===== config.mk =====
export PLATFORM = sky130hd
export DESIGN_NAME = vga_mode_ctrl
export DESIGN_NICKNAME = d
export VERILOG_FILES = /design/src/rtl/vga_mode_ctrl.sv
export SDC_FILE = /design/constraint.sdc
export NUM_CORES = 1
export LEC_CHECK = 0
export CORE_ASPECT_RATIO = 0.7
export CORE_MARGIN = 2
export CORE_UTILIZATION = 55
export CTS_CLUSTER_SIZE = 24
export DETAILED_ROUTE_END_ITERATION = 12
export HOLD_SLACK_MARGIN = 0.05
export PLACE_DENSITY = 0.79
export SETUP_SLACK_MARGIN = 0.2
export SLEW_MARGIN = 20
export SYNTH_ARGS = -nofsm -noshare
export SYNTH_HDL_FRONTEND = slang
export SYNTH_SLANG_ARGS = --single-unit

===== constraint.sdc =====
create_clock -name in_pclk -period 8.9 [get_ports in_pclk]
set_input_delay 1.78 -clock in_pclk [delete_from_list [all_inputs] [get_ports in_pclk]]
set_output_delay 1.78 -clock in_pclk [all_outputs]
set_load 0.01 [all_outputs]

===== src/rtl/vga_mode_ctrl.sv =====
// Run-time video mode controller: shadow timing register file for the host,
// validated commit, and frame-aligned swap of the active timing set with a
// fixed generator reset window around every (re)start.
module vga_mode_ctrl #(
  parameter int          PW         = 14,
  parameter logic [7:0]  RST_CYCLES = 8'd4,
  parameter logic [7:0]  DEF_HS     = 8'd96,
  parameter logic [7:0]  DEF_HBP    = 8'd48,
  parameter logic [11:0] DEF_HACT   = 12'd640,
  parameter logic [7:0]  DEF_HFP    = 8'd16,
  parameter logic [7:0]  DEF_VS     = 8'd2,
  parameter logic [7:0]  DEF_VBP    = 8'd33,
  parameter logic [11:0] DEF_VACT   = 12'd480,
  parameter logic [7:0]  DEF_VFP    = 8'd10
) (
  input  logic        in_pclk,
  input  logic        in_rstn,
  input  logic        in_enable,
  input  logic        in_cfg_wr,
  input  logic [2:0]  in_cfg_addr,
  input  logic [11:0] in_cfg_wdata,
  input  logic        in_cfg_commit,
  input  logic        in_vs,
  output logic        out_gen_rstn,
  output logic [7:0]  out_hs_w,
  output logic [7:0]  out_hbp_w,
  output logic [7:0]  out_hfp_w,
  output logic [7:0]  out_vs_w,
  output logic [7:0]  out_vbp_w,
  output logic [7:0]  out_vfp_w,
  output logic [11:0] out_hact,
  output logic [11:0] out_vact,
  output logic        out_busy,
  output logic        out_ack,
  output logic        out_err,
  output logic [15:0] out_frame_cnt
);

  typedef enum logic [1:0] {S_OFF, S_RUN, S_PEND, S_HOLD} state_t;

  state_t        r_state;
  state_t        w_next;
  logic [11:0]   r_sh [8];
  logic [11:0]   w_sh_nxt [8];
  logic          r_vs1, r_vs2;
  logic [7:0]    r_cnt, w_cnt_nxt;
  logic          r_flag, w_flag_nxt;
  logic          r_gen_rstn, r_busy, r_ack, r_err;
  logic [15:0]   r_frame_cnt;
  logic [7:0]    r_hs, r_hbp, r_hfp, r_vs_w, r_vbp, r_vfp;
  logic [11:0]   r_hact, r_vact;
  logic          w_busy, w_wr_ok, w_fs, w_valid, w_copy, w_ack_nxt, w_err_nxt;
  logic [PW:0]   w_hsum;
  logic [12:0]   w_vsum;

  assign w_busy  = (r_state == S_PEND) || (r_state == S_HOLD);
  assign w_wr_ok = in_cfg_wr && !w_busy;
  // Falling edge of the registered vsync: fires one cycle after the pin edge.
  assign w_fs    = r_vs2 && !r_vs1;

  // Shadow view including a write landing this cycle, so a same-cycle commit validates it.
  always_comb begin
    for (int i = 0; i < 8; i++) w_sh_nxt[i] = r_sh[i];
    if (w_wr_ok) w_sh_nxt[in_cfg_addr] = in_cfg_wdata;
  end

  assign w_hsum = (PW+1)'(w_sh_nxt[0]) + (PW+1)'(w_sh_nxt[1])
                + (PW+1)'(w_sh_nxt[2]) + (PW+1)'(w_sh_nxt[3]);
  assign w_vsum = 13'(w_sh_nxt[4]) + 13'(w_sh_nxt[5])
                + 13'(w_sh_nxt[6]) + 13'(w_sh_nxt[7]);

  assign w_valid = (w_sh_nxt[0] != 12'd0) && (w_sh_nxt[2] != 12'd0)
                && (w_sh_nxt[4] != 12'd0) && (w_sh_nxt[6] != 12'd0)
                && (w_sh_nxt[0][11:8] == 4'd0) && (w_sh_nxt[1][11:8] == 4'd0)
                && (w_sh_nxt[3][11:8] == 4'd0) && (w_sh_nxt[4][11:8] == 4'd0)
                && (w_sh_nxt[5][11:8] == 4'd0) && (w_sh_nxt[7][11:8] == 4'd0)
                && (w_hsum <= (PW+1)'((2**PW) - 1))
                && (w_vsum <= 13'd4095);

  // Next-state, shadow-to-active copy, and ack/err pulse decisions.
  always_comb begin
    w_next     = r_state;
    w_copy     = 1'b0;
    w_ack_nxt  = 1'b0;
    w_err_nxt  = 1'b0;
    w_cnt_nxt  = r_cnt;
    w_flag_nxt = r_flag;
    if (w_busy && (in_cfg_wr || in_cfg_commit)) w_err_nxt = 1'b1;
    case (r_state)
      S_OFF: begin
        if (in_cfg_commit) begin
          if (w_valid) begin
            w_copy    = 1'b1;
            w_ack_nxt = 1'b1;
          end else begin
            w_err_nxt = 1'b1;
          end
        end
        if (in_enable) begin
          // One extra HOLD cycle on the enable path: release lands RST_CYCLES+1 after enable.
          w_next     = S_HOLD;
          w_cnt_nxt  = RST_CYCLES;
          w_flag_nxt = 1'b0;
        end
      end
      S_RUN: begin
        if (in_cfg_commit) begin
          if (w_valid) w_next = S_PEND;
          else         w_err_nxt = 1'b1;
        end
      end
      S_PEND: begin
        if (w_fs) begin
          w_copy     = 1'b1;
          w_next     = S_HOLD;
          w_cnt_nxt  = RST_CYCLES - 8'd1;
          w_flag_nxt = 1'b1;
        end
      end
      S_HOLD: begin
        if (r_cnt == 8'd0) begin
          w_next     = S_RUN;
          w_ack_nxt  = r_flag;
          w_flag_nxt = 1'b0;
        end else begin
          w_cnt_nxt = r_cnt - 8'd1;
        end
      end
      default: w_next = S_OFF;
    endcase
    // Disable wins over everything; a pending commit is simply discarded.
    if (!in_enable && (r_state != S_OFF)) begin
      w_next     = S_OFF;
      w_copy     = 1'b0;
      w_ack_nxt  = 1'b0;
      w_err_nxt  = 1'b0;
      w_flag_nxt = 1'b0;
    end
  end

  // State register.
  always_ff @(posedge in_pclk or negedge in_rstn) begin
    if (!in_rstn) r_state <= S_OFF;
    else          r_state <= w_next;
  end

  // Control registers: vsync sampling, hold counter, status pulses, frame counter.
  always_ff @(posedge in_pclk or negedge in_rstn) begin
    if (!in_rstn) begin
      r_vs1       <= 1'b0;
      r_vs2       <= 1'b0;
      r_cnt       <= 8'd0;
      r_flag      <= 1'b0;
      r_gen_rstn  <= 1'b0;
      r_busy      <= 1'b0;
      r_ack       <= 1'b0;
      r_err       <= 1'b0;
      r_frame_cnt <= 16'd0;
    end else begin
      r_vs1      <= in_vs;
      r_vs2      <= r_vs1;
      r_cnt      <= w_cnt_nxt;
      r_flag     <= w_flag_nxt;
      r_gen_rstn <= (w_next == S_RUN) || (w_next == S_PEND);
      r_busy     <= (w_next == S_PEND) || (w_next == S_HOLD);
      r_ack      <= w_ack_nxt;
      r_err      <= w_err_nxt;
      if (w_next == S_OFF)
        r_frame_cnt <= 16'd0;
      else if (w_fs && ((r_state == S_RUN) || (r_state == S_PEND)))
        r_frame_cnt <= r_frame_cnt + 16'd1;
    end
  end

  // Shadow register file and active timing set.
  always_ff @(posedge in_pclk or negedge in_rstn) begin
    if (!in_rstn) begin
      r_sh[0] <= {4'd0, DEF_HS};
      r_sh[1] <= {4'd0, DEF_HBP};
      r_sh[2] <= DEF_HACT;
      r_sh[3] <= {4'd0, DEF_HFP};
      r_sh[4] <= {4'd0, DEF_VS};
      r_sh[5] <= {4'd0, DEF_VBP};
      r_sh[6] <= DEF_VACT;
      r_sh[7] <= {4'd0, DEF_VFP};
      r_hs    <= DEF_HS;
      r_hbp   <= DEF_HBP;
      r_hact  <= DEF_HACT;
      r_hfp   <= DEF_HFP;
      r_vs_w  <= DEF_VS;
      r_vbp   <= DEF_VBP;
      r_vact  <= DEF_VACT;
      r_vfp   <= DEF_VFP;
    end else begin
      for (int i = 0; i < 8; i++) r_sh[i] <= w_sh_nxt[i];
      if (w_copy) begin
        r_hs   <= w_sh_nxt[0][7:0];
        r_hbp  <= w_sh_nxt[1][7:0];
        r_hact <= w_sh_nxt[2];
        r_hfp  <= w_sh_nxt[3][7:0];
        r_vs_w <= w_sh_nxt[4][7:0];
        r_vbp  <= w_sh_nxt[5][7:0];
        r_vact <= w_sh_nxt[6];
        r_vfp  <= w_sh_nxt[7][7:0];
      end
    end
  end

  assign out_gen_rstn  = r_gen_rstn;
  assign out_busy      = r_busy;
  assign out_ack       = r_ack;
  assign out_err       = r_err;
  assign out_frame_cnt = r_frame_cnt;
  assign out_hs_w      = r_hs;
  assign out_hbp_w     = r_hbp;
  assign out_hfp_w     = r_hfp;
  assign out_vs_w      = r_vs_w;
  assign out_vbp_w     = r_vbp;
  assign out_vfp_w     = r_vfp;
  assign out_hact      = r_hact;
  assign out_vact      = r_vact;

endmodule


* Word-level counts from Yosys, hierarchy flattened *
Index checks and enable logic that the tools add are counted.

cells by class
  $add $sub $neg = 8
  order comparisons = 4
  equality and inequality tests = 12
  multiplexer cells = 35
  bitwise gates (word level) = 1
  reduce and logical (&&, ||, !) cells = 45

operators by type and width
  cell                   number
  $bwmux 96              1
  $mux 96                1
  $reduce_bool 12->1     4
  $demux 12 s3           1
  $mux 16                2
  $add 12x12->13         2
  $add 13x12->13         2
  $logic_not 4->1        6
  $mux 8                 3
  $pmux 8 s3             1
  $logic_and 1x1->1      17
  $add 16x1->16 const B  1
  $add 14x12->15         1
  $le 15x14->1 const B   1
  $mux 1                 15
  $add 13x12->14         1
  $le 13x12->1 const B   1
  $mux 12                1
  $mux 2                 6
  $eq 2x2->1 const B     4
  $logic_not 8->1        1
  $pmux 2 s4             1
  $reduce_and 4->1       2
  $sub 8x1->8 const B    1
  other kinds (17)       29

word-level totals
  register bits = 201
  input bits = 21
  output and inout port bits = 92

* Logic depth before layout (Yosys ltp) *
  depth after elaboration = 25
  gate-level depth with buffers = 27
  depth with buffers taken out = 23

* Worst setup path after synthesis *
OpenSTA, ideal clock, no wires.

  kind = input to register
  from = in in_cfg_addr[0]
  to = reg r_frame_cnt[14], in the netlist out_frame_cnt[14]
  data arrival time = 6.747 ns
  path slack = 2.021 ns
  stages on the path = 23
  cell sequence = nor4b_2 -> and3_1 -> buf_1 -> mux2_2 -> fa_1 -> inv_1 -> fa_1 -> inv_1 -> ha_1 -> a21oi_1 -> o21ai_0 -> a211oi_1 -> xnor2_1 -> nor4b_1 -> a21o_1 -> a31o_2 -> ha_1 -> clkbuf_1 -> o211ai_1 -> nor2_1 -> nand3_1 -> xor2_1 -> nor2_1

RTL lines
  what                  line  source
  start, declared       20    input logic [2:0] in_cfg_addr,
  end signal, assigned  171   r_frame_cnt <= r_frame_cnt + 16'd1;
  end, declared         49    logic [15:0] r_frame_cnt;

==> flow_metrics.tcl <==
set metrics [dict create \
    outcome "finished clean" \
    start_kind "input pin" \
    synth_nets 805 \
    tightest_slew_ns 0.869 \
    regToRegSetupSlack_ns 1.99 \
    die_x_um 161 \
    fill_cells 1190 \
    rsz0062_at_grt "false" \
    leakagePower_nw 5.19 \
    drv_slew 0 \
    clockBufferDepth 3 \
    final_antenna_net_count 0 \
    layout-drive-gt1-share_pct 26.7 \
    routabilityCongestion 0.927 \
    wl_per_cell_um 20.4 \
    placedCellCount 1057 \
    hold_violations 0 \
    avgSynthCellArea_um2 12.8 \
    synth_top_area_share_pct 44.6 \
    wl_um 22300 \
    setup_violations 0 \
    synth_most_common_cell "dfrtp_1" \
    yosysSeqAreaShare_pct 53.5 \
    cts_made_buffers 20 \
    post_drt_via_cell_ratio 5.73 \
    fin_nets 913 \
    ir_worst_vdd_v 0.000197 \
    dieArea_um2 18300 \
    cp_max_fo 17 \
    fp.dieH_um 114 \
    vias 6266 \
    drc 0 \
    fin_crit_sh_pct 86.4 \
    n_antenna_cell 0 \
    hold_path_class "reg2reg" \
    root_buffer "clkbuf_16" \
    synthToLayoutAreaGrowth_pct 21.7 \
    grt_max_degree 111 \
    total_power_mw 4.71 \
    final_cells 1093 \
    dpl.hpwl_um 15300 \
    cts_setup_buffers 0 \
    synthTopCellsByArea "dfrtp_1 45%, mux2_2 18%, dfstp_2 8.9%" \
    port_buffers 112 \
    netlist_area_um2 9470 \
    antenna_found_initial 0 \
    max-slew-margin-rel_pct 42.0 \
    start_util_pct 55.7 \
    ys.flop_type "dfrtp_1" \
    p_per_area_nw_per_um2 409 \
    core.rowCount 40 \
    synth_commonest_cells "169 x dfrtp_1, 153 x mux2_2, 72 x inv_1, 34 x nor2_1, 32 x dfstp_2" \
    ys_seq_elements 201 \
    fmax_mhz 130 \
    cts_tree "built" \
    required_ns 9.28 \
    first_iter_violations 415 \
    cp-end-kind "flop" \
    synthDistinctLibCells 55 \
    dr.pass1.iters 5 \
    ys.warnings.count 0 \
    cts_hold_buffers 0 \
    syn-instance-count 740 \
    grt_usage_pct 25.0 \
    setup_tns_ns 0 \
    synth_async_sr_flop_share_pct 100 \
    insertion_delay_ns 0.50 \
    grt_pass1_wl_um 36000 \
    core_um2 17000 \
    grt-ovfl-total 0 \
    synth_enable_flop_cells 0 \
    cts_resized 0 \
    yosysTopAreaCell "dfrtp_1" \
    htreeDepth 1 \
    grt_pass1_vias 6748 \
    period_minus_slack_ns 7.69 \
    cts_sinks 201 \
    worstSetupPathType "in2reg" \
    clkSlewWorstSetupHoldPaths_ns 0.06 \
    skew_ns 0.0203 \
    maxCapViolCount 0 \
    num_io_pins 113 \
    arrival_ns 8.07 \
]
-- worst paths after layout --
kind	startpoint	to	cells past startpoint
setup reg to reg	r_state[0]	out_frame_cnt[15]	24
hold / removal	r_vs1	r_vs2	0
min in group asynchronous	in_rstn	out_hact[6]	1
setup / recovery	in_cfg_wr	out_frame_cnt[15]	23
max in group asynchronous	in_rstn	r_sh[59]	2
hold reg to reg	r_vs1	r_vs2	0
-- state kept, by name (all words and copies together) (netlist names), 2 cells and up --
signal / count
out_frame_cnt: 16
out_hact: 12
out_hbp_w: 8
out_hfp_w: 8
out_hs_w: 8
out_vact: 12
out_vbp_w: 8
out_vfp_w: 8
out_vs_w: 8
r_cnt: 8
r_sh: 96
r_state: 2
-- per-layer routing --
layer  track usage [%]  share of wire, %  routed length [um]  vias to the layer above
met5                 0                 0                   0                        -
met4              6.19               2.0                 443                        0
met3              5.05               5.8                1290                       44
met2              41.9                48               10700                      199
met1              34.0                44                9800                     3247
li1                  -                 -                   -                     2776
-- logic make-up after synthesis --
group / count (synthesis) / synth area share [%]
flip-flops: 201 / 53.5
multiplexers: 174 / 20.5
AO/OA/AOI/OAI: 62 / 4.29
buffers and inverters: 102 / 4.61
XOR/XNOR: 17 / 1.57
AND/OR/NAND/NOR: 140 / 7.89
adder cells (fa/ha/maj): 44 / 7.64
-- worst max-delay path, stage by stage --
cell and delay (ns):
clkdlybuf4s50_1 0.52, nor4b_2 0.55, and3_1 0.68, mux2_2 0.46
fa_1 0.55, inv_1 0.06, fa_1 0.50, inv_1 0.05
ha_1 0.31, a21oi_1 0.13, o21ai_0 0.12, a211oi_1 0.32
xnor2_1 0.19, nor4b_1 0.46, a21o_1 0.21, a31o_2 0.18
ha_1 0.15, buf_4 0.22, o211ai_1 0.12, nor2_1 0.15
nand3_1 0.11, xor2_1 0.19, nor2_1 0.06
-- metrics by stage --
| stage | hold WS, ns | worst slack [ns] | util (%) | cell area, um^2 |
|---|---|---|---|---|
| 5_1_grt | 0.428 | 0.766 | 67.7 | 11500 |
| 3_3_place_gp | 0.386 | 1.11 | 63.2 | 10800 |
| 3_5_place_dp | 0.390 | 0.817 | 63.2 | 10800 |
| 2_1_floorplan | 0.366 | 2.02 | - | 9470 |
| 4_1_cts | 0.403 | 1.28 | 67.7 | 11500 |
| 6_report | 0.396 | 1.21 | 67.7 | 11500 |
-- report_power, final --
group | internal, mW | total [mW] | switching [mW] | leakage, nW
Clock | 0.614 | 0.966 | 0.352 | 0.370
Sequential | 1.37 | 1.59 | 0.226 | 2.46
Combinational | 1.04 | 2.15 | 1.11 | 2.36
Total | 3.03 | 4.71 | 1.68 | 5.19
-- cell type report --
| class | instances | area [um^2] | share of cell area (%) |
|---|---|---|---|
| clock buffers | 25 | 551 | 4.78 |
| clock inverters | 11 | 208 | 1.80 |
| inverters | 72 | 270 | 2.35 |
| multi-input cells | 437 | 3970 | 34.4 |
| flip-flops and latches | 201 | 5070 | 44.0 |
| well taps | 231 | 289 | 2.51 |
| repair buffers | 116 | 1170 | 10.2 |
-- cells in the final DEF (no fill, tap or decap), types with 4 or more instances in the layout --
cell             synthesis  routed
dfrtp_1                169     169
mux2_2                 153     153
clkdlybuf4s50_1          0     111
inv_1                   72      72
nor2_1                  34      34
dfstp_2                 32      32
nand2_1                 23      23
fa_1                    23      23
a21oi_1                 22      22
ha_1                    21      21
clkbuf_16                0      21
mux2i_1                 16      16
nor4_1                  15      15
nand3_1                 12      12
o21ai_0                 11      11
xor2_1                  10      10
nor3_1                  10      10
nor2b_1                  7       7
and3_1                   7       7
xnor2_1                  7       7
or3_1                    6       6
bufinv_16                0       6
nand4_1                  5       5
mux2_1                   5       5
nor4b_1                  4       4
clkinv_2                 0       4
No activity file was read; power rests on OpenSTA's default activity.
